[src/rtl/fmt_rx_pkg.sv]
`default_nettype none
// +-----------------------------------------------------------------+
// | fmt_rx_pkg : shared types and defaults for the packet receiver  |
// | rev 1.0                                                         |
// +-----------------------------------------------------------------+
package fmt_rx_pkg;

   localparam int C_DATA_W   = 32;
   localparam int C_LEN_W    = 6;
   localparam int C_MAX_LEN  = 32;
   localparam int C_DEPTH    = 64;
   localparam int C_START_TO = 16;

   typedef enum logic [1:0] {
      ST_IDLE       = 2'd0,
      ST_GRANT      = 2'd1,
      ST_WAIT_START = 2'd2,
      ST_RECV       = 2'd3
   } fmt_state_e;

   // Buffer entry layout at the default data width; the RAM stores it packed.
   typedef struct packed {
      logic [1:0]          chid;
      logic                sop;
      logic                eop;
      logic [C_DATA_W-1:0] data;
   } fmt_entry_t;

   function automatic logic [15:0] sat_inc(input logic [15:0] v, input logic en);
      return (en && (v != 16'hFFFF)) ? v + 16'd1 : v;
   endfunction

endpackage

`default_nettype wire

[src/rtl/fmt_rx_buf.sv]
`default_nettype none
// +-----------------------------------------------------------------+
// | fmt_rx_buf : packet RAM with speculative write, commit and read |
// | rev 1.0                                                         |
// +-----------------------------------------------------------------+
module fmt_rx_buf #(
   parameter int ENTRY_W = 36,
   parameter int DEPTH   = 64
) (
   input  logic                         clk_i,
   input  logic                         rst_i,
   input  logic                         wr_en_i,
   input  logic [ENTRY_W-1:0]           wr_entry_i,
   input  logic                         commit_i,
   input  logic                         rollback_i,
   input  logic                         rd_en_i,
   output logic [ENTRY_W-1:0]           rd_entry_o,
   output logic                         rd_vld_o,
   output logic [$clog2(DEPTH):0]       free_o
);

   localparam int AW = $clog2(DEPTH);
   localparam int PW = AW + 1;
   localparam logic [PW-1:0] C_DEPTH_P = PW'(DEPTH);

   logic [ENTRY_W-1:0] mem_q [DEPTH];
   logic [PW-1:0]      wr_spec_q,   wr_spec_d;
   logic [PW-1:0]      wr_commit_q, wr_commit_d;
   logic [PW-1:0]      rd_ptr_q,    rd_ptr_d;
   logic [PW-1:0]      wr_inc;
   logic [PW-1:0]      rd_inc;

   assign wr_inc     = {{(PW-1){1'b0}}, wr_en_i};
   assign rd_vld_o   = (rd_ptr_q != wr_commit_q);
   assign rd_inc     = {{(PW-1){1'b0}}, rd_en_i & rd_vld_o};
   assign rd_entry_o = mem_q[rd_ptr_q[AW-1:0]];
   // Only committed occupancy reduces space; speculative words ride in the slack.
   assign free_o     = C_DEPTH_P - (wr_commit_q - rd_ptr_q);

   always_comb begin
      wr_spec_d   = wr_spec_q + wr_inc;
      wr_commit_d = wr_commit_q;
      rd_ptr_d    = rd_ptr_q + rd_inc;
      if (rollback_i) begin
         wr_spec_d = wr_commit_q;
      end else if (commit_i) begin
         wr_commit_d = wr_spec_q + wr_inc;
      end
   end

   always_ff @(posedge clk_i) begin
      if (rst_i) begin
         wr_spec_q   <= '0;
         wr_commit_q <= '0;
         rd_ptr_q    <= '0;
      end else begin
         wr_spec_q   <= wr_spec_d;
         wr_commit_q <= wr_commit_d;
         rd_ptr_q    <= rd_ptr_d;
      end
   end

   always_ff @(posedge clk_i) begin
      if (wr_en_i) begin
         mem_q[wr_spec_q[AW-1:0]] <= wr_entry_i;
      end
   end

endmodule

`default_nettype wire

[src/rtl/fmt_pkt_rx.sv]
`default_nettype none
// +-----------------------------------------------------------------+
// | fmt_pkt_rx : formatter packet receiver with length check        |
// | rev 1.0                                                         |
// +-----------------------------------------------------------------+
module fmt_pkt_rx
   import fmt_rx_pkg::*;
#(
   parameter int DATA_W   = C_DATA_W,
   parameter int LEN_W    = C_LEN_W,
   parameter int MAX_LEN  = C_MAX_LEN,
   parameter int DEPTH    = C_DEPTH,
   parameter int START_TO = C_START_TO
) (
   input  logic              clk_i,
   input  logic              rst_i,
   input  logic              fmt_req_i,
   input  logic [1:0]        fmt_chid_i,
   input  logic [LEN_W-1:0]  fmt_length_i,
   output logic              fmt_grant_o,
   input  logic [DATA_W-1:0] fmt_data_i,
   input  logic              fmt_start_i,
   input  logic              fmt_end_i,
   output logic              out_vld_o,
   input  logic              out_rdy_i,
   output logic [DATA_W-1:0] out_data_o,
   output logic              out_sop_o,
   output logic              out_eop_o,
   output logic [1:0]        out_chid_o,
   output logic [15:0]       pkt_cnt_o,
   output logic [15:0]       drop_cnt_o
);

   localparam int PW      = $clog2(DEPTH) + 1;
   localparam int CNT_W   = LEN_W + 1;
   localparam int TO_W    = $clog2(START_TO) + 1;
   localparam int ENTRY_W = DATA_W + 4;

   fmt_state_e          state_q, state_d;
   logic                grant_q, grant_d;
   logic [1:0]          chid_q, chid_d;
   logic [LEN_W-1:0]    len_q, len_d;
   logic                bad_q, bad_d;
   logic [CNT_W-1:0]    cnt_q, cnt_d;
   logic [TO_W-1:0]     to_q, to_d;
   logic [15:0]         pkt_cnt_q, pkt_cnt_d;
   logic [15:0]         drop_cnt_q, drop_cnt_d;

   logic                word_vld;
   logic [CNT_W-1:0]    cnt_base;
   logic [CNT_W-1:0]    cnt_new;
   logic [CNT_W-1:0]    len_ext;
   logic                wr_en;
   logic                commit;
   logic                rollback;
   logic                pkt_inc;
   logic                drop_inc;
   logic [ENTRY_W-1:0]  wr_entry;
   logic [ENTRY_W-1:0]  rd_entry;
   logic                rd_vld;
   logic [PW-1:0]       free;

   assign word_vld = ((state_q == ST_WAIT_START) && fmt_start_i) || (state_q == ST_RECV);
   assign cnt_base = (state_q == ST_WAIT_START) ? '0 : cnt_q;
   // Saturate so a runaway packet can never alias back onto its length.
   assign cnt_new  = (cnt_base == {CNT_W{1'b1}}) ? cnt_base : cnt_base + 1'b1;
   assign len_ext  = {1'b0, len_q};
   assign wr_en    = word_vld && !bad_q && (cnt_base < len_ext);
   assign wr_entry = {chid_q, (cnt_base == '0), (cnt_new == len_ext), fmt_data_i};

   always_comb begin
      state_d    = state_q;
      grant_d    = 1'b0;
      chid_d     = chid_q;
      len_d      = len_q;
      bad_d      = bad_q;
      cnt_d      = cnt_q;
      to_d       = to_q;
      commit     = 1'b0;
      rollback   = 1'b0;
      pkt_inc    = 1'b0;
      drop_inc   = 1'b0;

      case (state_q)
         ST_IDLE: begin
            if (fmt_req_i && (32'(free) >= 32'(fmt_length_i))) begin
               chid_d  = fmt_chid_i;
               len_d   = fmt_length_i;
               bad_d   = (fmt_length_i == '0) || (32'(fmt_length_i) > MAX_LEN);
               grant_d = 1'b1;
               state_d = ST_GRANT;
            end
         end
         ST_GRANT: begin
            to_d    = '0;
            state_d = ST_WAIT_START;
         end
         ST_WAIT_START: begin
            if (!fmt_start_i) begin
               if (to_q == TO_W'(START_TO - 1)) begin
                  drop_inc = 1'b1;
                  state_d  = ST_IDLE;
               end else begin
                  to_d = to_q + 1'b1;
               end
            end
         end
         default: ;
      endcase

      if (word_vld) begin
         if (fmt_end_i) begin
            if ((cnt_new == len_ext) && !bad_q) begin
               commit  = 1'b1;
               pkt_inc = 1'b1;
            end else begin
               rollback = 1'b1;
               drop_inc = 1'b1;
            end
            state_d = ST_IDLE;
         end else begin
            cnt_d   = cnt_new;
            state_d = ST_RECV;
         end
      end

      pkt_cnt_d  = sat_inc(pkt_cnt_q, pkt_inc);
      drop_cnt_d = sat_inc(drop_cnt_q, drop_inc);
   end

   always_ff @(posedge clk_i) begin
      if (rst_i) begin
         state_q    <= ST_IDLE;
         grant_q    <= 1'b0;
         chid_q     <= '0;
         len_q      <= '0;
         bad_q      <= 1'b0;
         cnt_q      <= '0;
         to_q       <= '0;
         pkt_cnt_q  <= '0;
         drop_cnt_q <= '0;
      end else begin
         state_q    <= state_d;
         grant_q    <= grant_d;
         chid_q     <= chid_d;
         len_q      <= len_d;
         bad_q      <= bad_d;
         cnt_q      <= cnt_d;
         to_q       <= to_d;
         pkt_cnt_q  <= pkt_cnt_d;
         drop_cnt_q <= drop_cnt_d;
      end
   end

   fmt_rx_buf #(
      .ENTRY_W (ENTRY_W),
      .DEPTH   (DEPTH)
   ) u_buf (
      .clk_i      (clk_i),
      .rst_i      (rst_i),
      .wr_en_i    (wr_en),
      .wr_entry_i (wr_entry),
      .commit_i   (commit),
      .rollback_i (rollback),
      .rd_en_i    (out_rdy_i),
      .rd_entry_o (rd_entry),
      .rd_vld_o   (rd_vld),
      .free_o     (free)
   );

   // RAM contents are unreset, so the data path is forced to zero while empty.
   assign fmt_grant_o = grant_q;
   assign out_vld_o   = rd_vld;
   assign out_chid_o  = rd_vld ? rd_entry[DATA_W+3:DATA_W+2] : 2'b00;
   assign out_sop_o   = rd_vld & rd_entry[DATA_W+1];
   assign out_eop_o   = rd_vld & rd_entry[DATA_W];
   assign out_data_o  = rd_vld ? rd_entry[DATA_W-1:0] : '0;
   assign pkt_cnt_o   = pkt_cnt_q;
   assign drop_cnt_o  = drop_cnt_q;

endmodule

`default_nettype wire

[config.mk]
export PLATFORM = sky130hd
export DESIGN_NAME = fmt_pkt_rx
export DESIGN_NICKNAME = d
export VERILOG_FILES = /design/src/rtl/fmt_rx_pkg.sv /design/src/rtl/fmt_rx_buf.sv /design/src/rtl/fmt_pkt_rx.sv
export SDC_FILE = /design/constraint.sdc
export NUM_CORES = 2
export LEC_CHECK = 0
export ABC_CLOCK_PERIOD_IN_PS = 11700
export CORE_MARGIN = 3
export CORE_UTILIZATION = 64
export CTS_CLUSTER_SIZE = 24
export DETAILED_ROUTE_END_ITERATION = 8
export PLACE_DENSITY = 0.79
export SKIP_LAST_GASP = 1
export SLEW_MARGIN = 5
export SYNTH_ARGS = -nofsm -noshare
export SYNTH_HDL_FRONTEND = slang
export SYNTH_SLANG_ARGS = --single-unit
[constraint.sdc]
create_clock -name clk_i -period 11.7 [get_ports clk_i]
set_input_delay 2.34 -clock clk_i [delete_from_list [all_inputs] [get_ports clk_i]]
set_output_delay 2.34 -clock clk_i [all_outputs]
set_load 0.02 [all_outputs]
# [Word-level counts from Yosys, hierarchy flattened]
# Memories as Yosys holds them, arrays and structs flattened. A register that Yosys moved wholly into a read port is not among the register bits.
# Index checks and enable logic that the tools add are counted.
[word_totals] reg_bits=77 mem_bits_rw=2304 in_bits=46 output_inout_bits=70 word_cells=95 n_memories=1
[op_classes] n_addsub=8 magnitude_cmp=3 n_eq_ne=14 mux=30 bitwise_logic=6 n_reduce_logical=21
[mem_list] memory="u_buf.mem_q" depth=64 word_bits=36 read_ports=1 rd_ports_with_merged_regs=1 wr=1 line="fmt_rx_buf.sv:26" rtl="logic [ENTRY_W-1:0] mem_q [DEPTH];"
[ops] op="adder 16 x 1 -> 16 bit (second input constant)" n=2
[ops] op="2-to-1 mux 32 bit" n=1
[ops] op="!= test 16 bit (second input constant)" n=2
[ops] op="2-to-1 mux 7 bit" n=3
[ops] op="2-to-1 mux 1 bit" n=15
[ops] op="adder 7 x 1 -> 7 bit" n=2
[ops] op="2-to-1 mux 2 bit" n=6
[ops] op="2-to-1 mux 5 bit" n=2
[ops] op="case mux 5 bit (2 select lines)" n=1
[ops] op="adder 7 x 1 -> 7 bit (second input constant)" n=1
[ops] op="equality test 7 x 6 -> 1 bit" n=1
[ops] op="equality test 7 bit (second input constant)" n=1
[ops] op="greater-or-equal comparator 7 x 6 -> 1 bit" n=1
[ops] op="logical AND 1 bit" n=7
[ops] op="logical NOT 7 bit" n=1
[ops] op="less-than comparator 7 x 6 -> 1 bit" n=1
[ops] op="!= test 7 bit" n=1
[ops] op="subtractor 7 bit" n=1
[ops] op="subtractor 7 bit (first input constant)" n=1
[ops] op="greater-than comparator 6 bit (second input constant)" n=1
[ops] op="logical NOT 6 bit" n=1
[ops] op="2-to-1 mux 6 bit" n=1
[ops] op="!= test 3 bit (second input constant)" n=2
[ops] op="case mux 2 bit (3 select lines)" n=1
[ops] op="other kinds (17)" n=26

# [Logic depth before layout (Yosys ltp)]
[logic_depth] word_depth=11 ltp_mapped=22 ltp_nobuf=20

# [Cells and area by module]
# From an unflattened synthesis, not the netlist that was laid out.
[hier_totals] cells_unflattened=4676 hier_area_um2=93345.8
[by_module_without_submodules] mod="fmt_rx_buf" instances=1 cells_per_inst=4197 area_each_um2=89503.3 seq_area_each_um2=69606.8
[by_module_without_submodules] mod="fmt_pkt_rx" instances=1 cells_per_inst=479 area_each_um2=3842.4 seq_area_each_um2=1121.1

# [Least setup slack after synthesis]
# Ideal clock, no wire load.
[synth_timing] kind="in2reg" from="input port fmt_start_i" to="memory u_buf.mem_q[39][0], enable pin" setup_ns=0.520 arrival_ns=7.296 required_ns=11.180 slack_ns=3.884 path_stages=5 n_path_buf=1 path_cell_list="a21oi_1 a2111oi_0 nand2_1 clkbuf_1 nor4_1"
[synth_via] elab_chain_len=6
[synth_rtl] element="start, declared" line="fmt_pkt_rx.sv:22" rtl="input logic fmt_start_i,"
[synth_rtl] element="logical AND 1 bit" line="fmt_pkt_rx.sv:63" rtl="assign word_vld = ((state_q == ST_WAIT_START) && fmt_start_i) || (state_q == ST_RECV);"
[synth_rtl] element="logical OR 1 bit" line="fmt_pkt_rx.sv:63"
[synth_rtl] element="logical AND 1 bit (2 in series)" line="fmt_pkt_rx.sv:68" rtl="assign wr_en = word_vld && !bad_q && (cnt_base < len_ext);"
[synth_rtl] element="2-to-1 mux 1 bit" line="fmt_rx_buf.sv:64" rtl="if (wr_en_i) begin"
[synth_rtl] element="2-to-1 mux 1 bit (not written as such)" line="fmt_rx_buf.sv:65" rtl="mem_q[wr_spec_q[AW-1:0]] <= wr_entry_i;"
[synth_rtl] element="end, declared" line="fmt_rx_buf.sv:26"
# No other way between the ends.

# [Final worst setup path]
[layout_timing] from="register u_buf.rd_ptr_q[1]" to="output port out_data_o[12]"
[layout_via] elab_chain_len=2
[layout_rtl] element="start, declared" line="fmt_rx_buf.sv:29" rtl="logic [PW-1:0] rd_ptr_q, rd_ptr_d;"
[layout_rtl] element="start signal, assigned" line="fmt_rx_buf.sv:59" rtl="rd_ptr_q <= rd_ptr_d;"
[layout_rtl] element="!= test 7 bit" line="fmt_rx_buf.sv:34" rtl="assign rd_vld_o = (rd_ptr_q != wr_commit_q);"
[layout_rtl] element="2-to-1 mux 32 bit" line="fmt_pkt_rx.sv:177" rtl="assign out_data_o = rd_vld ? rd_entry[DATA_W-1:0] : '0;"
[layout_rtl] element="end, declared" line="fmt_pkt_rx.sv:26" rtl="output logic [DATA_W-1:0] out_data_o,"
# No other way between the ends.

==> results by group <==
Status
  – Status: finished clean

Placed design
  – Placed insts: 5832
  – Dpl ws: 4.43 ns
  – Half-perimeter wire length after detailed placement: 124000 um
  – Gpl congestion: 0.854
  – Number of port buffers: 115

Global routing
  – Congestion Overflow GR: 0
  – Largest net degree at the start of global routing: 113
  – Vias in the first global route: 47300
  – Initial antenna violation count: 16
  – Gr usage total: 0.380
  – First-pass GRT wire length: 380000 um

Job
  – Max cap viols: 0

Synth
  – Avg Cell Area, Syn: 23.6 sq um
  – Synth Flop Type: edfxtp_1
  – Synthesized flop and latch total: 2381
  – Synth top area cells: edfxtp_1 75%, mux4_2 18%, dfxtp_1 1.7%, clkbuf_1 0.50%, ha_1 0.49%
  – Post-synth EDFFs: 2304
  – Syn_nets: 4001
  – Gate Count Post-Synth: 3918
  – Synth Cell Area: 0.0923 sq mm
  – Sequential fraction of the synthesis area: 0.766
  – Ys async rst share: 0
  – Synth area leader: edfxtp_1
  – Post-synth cell types: 67
  – Yosys warnings: 0
  – Synth top area share: 0.750

Clock tree
  – CTS resizes: 0
  – Reg clk slew, reported paths: 0.07 ns
  – H-tree level count: 4
  – CTS Root Cell: clkbuf_16
  – Clock Sinks: 2381
  – CTS Buf Count: 221
  – TritonCTS clock tree: yes
  – Worst-skew pair later-pin latency: 0.87 ns
  – Clk buf depth: 3
  – CTS Hold Bufs: 0
  – Setup Fix Bufs, Post-CTS: 0

Timing
  – FMAX: 122 MHz
  – Final period util: 0.699
  – Max-slew headroom: 0.0835
  – Endpoints failing setup: 0
  – Final Hold Vio Count: 0
  – Setup tns final: 0 ns
  – Worst Tran Pin Value: 1.37 ns
  – Post-layout min period: 8.17 ns
  – Final Max Slew Viols: 0
  – RSZ-0062 raised after global routing: false
  – Max Clock Skew: 0.0372 ns
  – Hold slack: 0.508 ns
  – Final worst slack: 3.53 ns

Worst setup path
  – Reg2reg start: state_q[0]
  – CP Data Arrival Time: 5.83 ns
  – FF-to-FF End: u_buf.mem_q[29][15]
  – Flop2flop setup slack: 4.73 ns
  – Critical path data required time: 9.36 ns
  – Crit-path max FO: 51
  – Startpoint types: flip-flop
  – Critical path class: flip-flop to output pin
  – Nature of the critical path endpoint: output pin
  – Worst r2r path cells: 14

Die
  – Cell row count: 138
  – Die X: 386 um
  – Initial Utilization: 0.648
  – I/O pin count: 116
  – Core ar.: 0.142 sq mm
  – Die Ht: 386 um
  – Die ar.: 0.149 sq mm

Drt
  – Post-route ant nets: 0
  – DRC errors left: 0
  – DR pass1 iterations: 6
  – Final WL: 276000 um
  – DRC violation total after the first TritonRoute iteration: 8570
  – Wire length per cell: 44.2 um
  – Via Count: 48100
  – Avg Vias per Cell: 7.70

Cells and area
  – Finished Layout Cells: 6237
  – Layout cells sized above 1: 0.298
  – Number of fill cells: 7294
  – Final nets: 4248
  – Synthesis-to-layout area growth: 12.0%

Hold path
  – Hold Path Cell Cnt: 2
  – Worst Hold Endpoint: to_q[0]
  – Hold Path Class: flip-flop to flip-flop
  – Critical hold path startpoint: to_q[0]

Pwr
  – Max VDD drop: 0.202 mV
  – Pwr Density: 165 mW/mm^2
  – P_leak: 31.0 nW
synth_stat cells, types with 3 or more instances:
cell	n
edfxtp_1	2304
mux4_2	756
clkbuf_1	123
nor2_1	109
dfxtp_1	77
buf_2	56
and2_1	38
inv_1	37
ha_1	36
nand2_1	33
nor4_1	31
buf_1	27
mux2i_1	27
nand4_1	24
xor2_1	24
nand3_1	23
a21oi_1	22
xnor2_1	19
o21ai_0	15
and3_1	14
nor2b_1	14
or3_1	14
nor3_1	11
nand2b_1	7
a31oi_1	5
o21ai_1	5
buf_6	4
nand3b_1	4
or2_2	4
a211oi_1	3
a21o_1	3
and4_1	3
buf_4	3
o21a_1	3
logic make-up (layout without fill, tap and decap cells):
family | after synthesis | count (layout) | share of synthesized area
other | 0 | 6 | 0
DFF | 2381 | 2381 | 0.766
xor gates and xnor gates | 43 | 43 | 0.00408
adders and majority gates | 37 | 37 | 0.00510
and+or+nand+nor | 349 | 349 | 0.0204
AOI/OAI and AO/OA | 73 | 73 | 0.00519
buffers and inverters | 251 | 674 | 0.0114
muxes | 784 | 784 | 0.188
registers in the layout, indices dropped and copies added, names as in the netlist, 2 cells and up:
signal / flops
chid_q: 2
cnt_q: 7
drop_cnt_o: 16
len_q: 6
pkt_cnt_o: 16
state_q: 2
to_q: 5
u_buf.mem_q: 2304
u_buf.rd_ptr_q: 7
u_buf.wr_commit_q: 7
u_buf.wr_spec_q: 7
how the worst max path moves through the flow:
| stage | startpoint | endpoint | slack (ns) |
|---|---|---|---|
| after floorplan | fmt_start_i | u_buf.mem_q[39][0] | 3.88 |
| after global placement | u_buf.rd_ptr_q[0] | out_data_o[19] | 4.49 |
| after detailed placement | u_buf.rd_ptr_q[0] | out_data_o[19] | 4.43 |
| after CTS | u_buf.rd_ptr_q[0] | out_data_o[19] | 3.53 |
| after global routing | u_buf.rd_ptr_q[0] | out_data_o[19] | 3.35 |
| final | u_buf.rd_ptr_q[1] | out_data_o[12] | 3.53 |
layer usage:
layer	vias up	global-route usage	wire, um
met5	-	0	60
met4	10	0.187	16700
met1	25000	0.503	87800
met3	997	0.131	42200
li1	17200	-	-
met2	4835	0.574	129000
cell usage in the layout (no fill, tap or decap), drive strengths merged, types with 23 or more instances in the layout:
master and count:
clkbuf 269, nand3 23, ha 36, xor2 24, edfxtp 2304, nand4 24
nand2 33, clkinv 96, nor2 109, dfxtp 77, bufinv 25, clkdlybuf4s50 88
nor4 31, and2 38, mux2i 27, mux4 756, buf 149, inv 43
critical path: stages (launching register included):
cell             delay [ns]
dfxtp_4                0.82
buf_4                  0.76
buf_4                  0.76
mux4_2                 0.42
mux4_2                 0.52
mux4_2                 0.50
and2_1                 0.41
clkdlybuf4s50_1        0.65
stage by stage:
step | util | power, mW | area (sq um)
after detailed placement | 0.675 | 9.95 | 96200
after CTS | 0.726 | 17.1 | 103000
after global placement | 0.675 | 9.93 | 96200
after floorplan | - | 9.76 | 92300
final | 0.726 | 17.0 | 103000
after global routing | 0.726 | 17.4 | 103000
report_power, final:
group | internal [mW] | total [mW] | switching (mW)
clock | 4.06 | 7.27 | 3.20
sequential | 9.40 | 9.43 | 0.0276
combinational | 0.0968 | 0.354 | 0.257
cell type report:
type	instances	area [sq um]	area share
Sequential cell	2381	70800	0.684
Multi-Input combinational cell	1286	21000	0.203
Clock buffer	269	5800	0.0561
Tap cell	1890	2360	0.0229
Timing Repair Buffer	237	1990	0.0193
Clock inverter	130	1350	0.0131
Inverter	38	143	0.00138
Antenna cell	6	15.0	0.000145
(Power assumes the default switching activity.)
